--- config.mk ---
export PLATFORM = sky130hd
export DESIGN_NAME = conditional_check
export DESIGN_NICKNAME = d
export VERILOG_FILES = /design/src/rtl/conditional_check.sv
export SDC_FILE = /design/constraint.sdc
export NUM_CORES = 1
export LEC_CHECK = 0
export CORE_AREA = 2 2 39 41
export CTS_CLUSTER_DIAMETER = 60
export CTS_CLUSTER_SIZE = 30
export DETAILED_ROUTE_END_ITERATION = 12
export DIE_AREA = 0 0 41 43
export GPL_TIMING_DRIVEN = 0
export HOLD_SLACK_MARGIN = 0.06
export PLACE_DENSITY = 0.74
export SYNTH_ARGS = -nofsm -noshare
export SYNTH_HDL_FRONTEND = slang
export SYNTH_SLANG_ARGS = --single-unit
--- constraint.sdc ---
create_clock -name clk -period 1.2 [get_ports clk]
set_input_delay 0.12 -clock clk [delete_from_list [all_inputs] [get_ports clk]]
set_output_delay 0.12 -clock clk [all_outputs]
set_load 0.01 [all_outputs]
--- src/rtl/conditional_check.sv ---
// Branch/compare condition evaluator: turns an op2 condition code and an ALU
// difference into a 1-bit flag, with a combinational copy and a registered copy.
module conditional_check #(
  parameter int DBITS        = 32,
  parameter int OP_BIT_WIDTH = 4
) (
  input  logic                    clk,
  input  logic                    reset_n,
  input  logic [OP_BIT_WIDTH-1:0] op2,
  input  logic [DBITS-1:0]        value,
  input  logic                    in_valid,
  output logic                    cond,
  output logic                    cond_q,
  output logic                    out_valid
);

  logic zero;
  logic neg;
  logic base;

  // The sign bit is trusted as-is; upstream subtraction overflow is not corrected.
  assign zero = (value == '0);
  assign neg  = value[DBITS-1];

  // Zero-compare codes share logic with the two-operand forms since value = a - 0.
  always_comb begin
    base = 1'b0;
    unique case (op2[2:0])
      3'b000:  base = 1'b0;
      3'b001:  base = zero;
      3'b010:  base = neg;
      3'b011:  base = neg | zero;
      3'b100:  base = 1'b0;
      3'b101:  base = zero;
      3'b110:  base = neg;
      3'b111:  base = neg | zero;
      default: base = 1'b0;
    endcase
  end

  assign cond = base ^ op2[3];

  always_ff @(posedge clk or negedge reset_n) begin
    if (!reset_n) begin
      cond_q    <= 1'b0;
      out_valid <= 1'b0;
    end else begin
      out_valid <= in_valid;
      if (in_valid) begin
        cond_q <= cond;
      end
    end
  end

endmodule

==> out/qor.txt <==
CTS Buffer Depth = 2
CP max FO = 2
kind of critical path = input port to output port
combinational family with the most area after synthesis = simple AND/OR/NAND/NOR gates
Comb pwr share = 41.1%
GRT overflow = 0
# IOs = 42
number of detailed-route iterations in the first pass = 2
sw power = 97.4 uW
adder-cell share of the synthesized area = 0%
Final Slew Violations = 0
R2R depth = 4
initial antenna violation count = 0
Cell Chain, Critical Path = clkdlybuf4s15_1 -> nor4_1 -> nand3_1 -> o31ai_2 -> xor2_1 -> buf_2
I/O Buffers = 40
Mapped Cells = 25
Worst-Margin Slew = 0.227 ns
max cap viols = 0
die height = 43 um
Worst-path clk slew = 0.03 ns
Tcrit/Tclk final = 113%
Final min period = 1.36 ns
syn avg cell area = 8.41 um2
met2 WL post-DR = 549 um
Hold Slack = 0.316 ns
CTS H-tree depth = 1
r2r startpoint = cond_q$_DFFE_PN0P_
CORE AREA = 1380 um2
largest net degree at the start of global routing = 5
status = finished, violations left
Power Dens Cells = 590 nW/um2
critical path endpoint category = output port
CP peak stage delay = 0.28 ns
fmax = 0.734 GHz
sequential fraction of the synthesis area = 23.8%
RSZ-0062 raised after global routing = yes
Synth Area in XOR/XNOR = 4.17%
Sw Share = 25.7%
Clock Latency Late Sink = 0.22 ns
nets = 111
gr usage total = 12.2%
Post-DRT Antenna Nets = 0
CTS tree = built
synthesis-to-finish area growth = 206%
cell leakage power = 0.286 nW
final hold violation count = 0
Worst slew margin = 84.8%
failing checks = setup timing
Power, Total = 380 uW
CTS sink cnt = 2
Starting Density = 15.2%
compound-cell area share of the yosys netlist = 11.3%
Setup TNS = -0.162 ns
Peak VDD IR = 174 uV
Clock Power Share = 38.7%
Hold Crit Start = value[16]
min-delay worst type = input port to flop
clock root buffer = clkbuf_4
GPL Wtd Cong = 0.616
clk_skew = 0 ns
worst reg-to-reg setup slack = 0.36 ns
Met3 Routed Length = 90 um
Critical Path Slowest Stage Cell = o31ai_2
critical path buffer and inverter count = 2
drt first-iter violations = 1
Worst R2R End = cond_q$_DFFE_PN0P_
wire length on met1 = 322 um
Pint = 282 uW
share of cells above drive strength 1 = 47.1%
CP Data Required Time = 1.08 ns
WP data arrival = 1.24 ns
DIE AREA = 1760 um2
vias in the first global route = 399
DRC = 0
Largest delay share family, worst path = simple AND/OR/NAND/NOR gates
Sequential Power Share = 20.2%
vias = 399
mux share of post-synthesis cell area = 0%
Fill cells = 145
register area = 50.0 um2
distinct cell type count after synthesis = 18
first-pass GRT wire length = 1500 um
vias per cell = 4.64
number of synthesis warnings = 0
endpoints failing setup = 1
TritonCTS buffer count = 3
DR WL/cell = 11.3 um
synthesized flop and latch total = 2
most frequent cells in the layout = buf_2, clkdlybuf4s15_1, dlygate4sd2_1, clkbuf_2
Mapped Area = 210 um2
Hold Path End = cond_q$_DFFE_PN0P_
diode count = 0
area occupied by multi-input gates = 214 um2
top sig layer = met4
# rows = 14
Final WS setup = -0.162 ns
simple-gate area share of the yosys netlist = 58.9%
Worst Hold Depth = 5
commonest non-fill, non-tap cell in the layout = buf_2
Setup crit start kind = input port
Die Wd = 41 um
DRT Wirelength = 973 um
syn_nets = 64
==> layer usage <==
metal | GRT usage (%) | vias up
li1 | - | 195
met1 | 12.7 | 179
met2 | 22.2 | 23
met3 | 2.62 | 2
met4 | 4.00 | 0
met5 | 0 | -
==> synthesized netlist by cell type, drive strengths merged <==
| cell type | count | share of area [%] |
|---|---|---|
| nand4 | 1 | 3.0 |
| nor4 | 6 | 27 |
| and3 | 1 | 3.0 |
| nand2 | 2 | 3.6 |
| nand2b | 1 | 3.0 |
| o31ai | 1 | 3.6 |
| a21oi | 1 | 2.4 |
| nand3 | 2 | 4.8 |
| nor3 | 1 | 2.4 |
| nor2 | 1 | 1.8 |
| xor2 | 1 | 4.2 |
| nor4b | 1 | 7.1 |
| dfrtp | 2 | 24 |
| inv | 1 | 1.8 |
| or4 | 1 | 3.6 |
| o21ai | 1 | 2.4 |
| o22ai | 1 | 3.0 |
==> cell families (layout without fill, tap and decap cells) <==
group,Yosys count,after routing
DFF,2,2
xor gates and xnor gates,1,1
buffers and inverters,1,46
AOI/OAI and AO/OA,4,4
and+or+nand+nor,17,17
==> per-stage QoR <==
step | instance area [um2] | setup WS (ns) | instances | util [%]
after floorplan | 210 | 0.0345 | 25 | -
after global placement | 631 | -0.955 | 81 | 45.6
after detailed placement | 631 | -0.995 | 81 | 45.6
after CTS | 607 | -0.190 | 85 | 43.9
after global routing | 643 | -0.241 | 86 | 46.5
final | 643 | -0.162 | 86 | 46.5
==> sequential cells by signal, indices dropped and copies added (netlist names) <==
register / count
cond_q: 1
out_valid: 1
==> power groups by stage <==
stage                     Combinational [mW]  Sequential, mW  Clock (mW)
after floorplan                       0.0260          0.0801           0
after global placement                 0.176          0.0769           0
after detailed placement               0.179          0.0771           0
after CTS                              0.143          0.0763       0.148
after global routing                   0.170          0.0773       0.167
final                                  0.156          0.0766       0.147
==> tightest hold or removal path, stage by stage <==
cell and delay (ns):
clkbuf_2 0.08, nor4_2 0.04, nand2_1 0.09, o21ai_0 0.09
nand3_1 0.08
==> final cells by class <==
cell class	count	area share [%]
Clock buffer	3	3.50
Inverter	1	0.584
Multi-Input combinational cell	22	33.3
Sequential cell	2	7.78
Tap cell	16	3.11
Timing Repair Buffer	42	51.8
==> worst max-delay path by stage <==
stage / cells past startpoint / startpoint / end / slack [ns]
6_report: 6 / value[27] / cond / -0.16
5_1_grt: 6 / value[3] / cond / -0.24
4_1_cts: 6 / value[2] / cond / -0.19
3_5_place_dp: 6 / value[5] / cond / -0.99
3_3_place_gp: 6 / value[11] / cond / -0.96
2_1_floorplan: 4 / value[7] / cond_q$_DFFE_PN0P_ / 0.03
==> what timing repair did <==
| item | in CTS | in global routing |
|---|---|---|
| pin swaps | 16 | 10 |
| hold buffers | 0 | 1 |
| endpoints found under the setup margin | 3 | 3 |
| hold endpoints to repair | 0 | 1 |
| gates resized for setup | 89 | 16 |
| buffers inserted | 1 | 0 |
(Power assumes the default switching activity.)
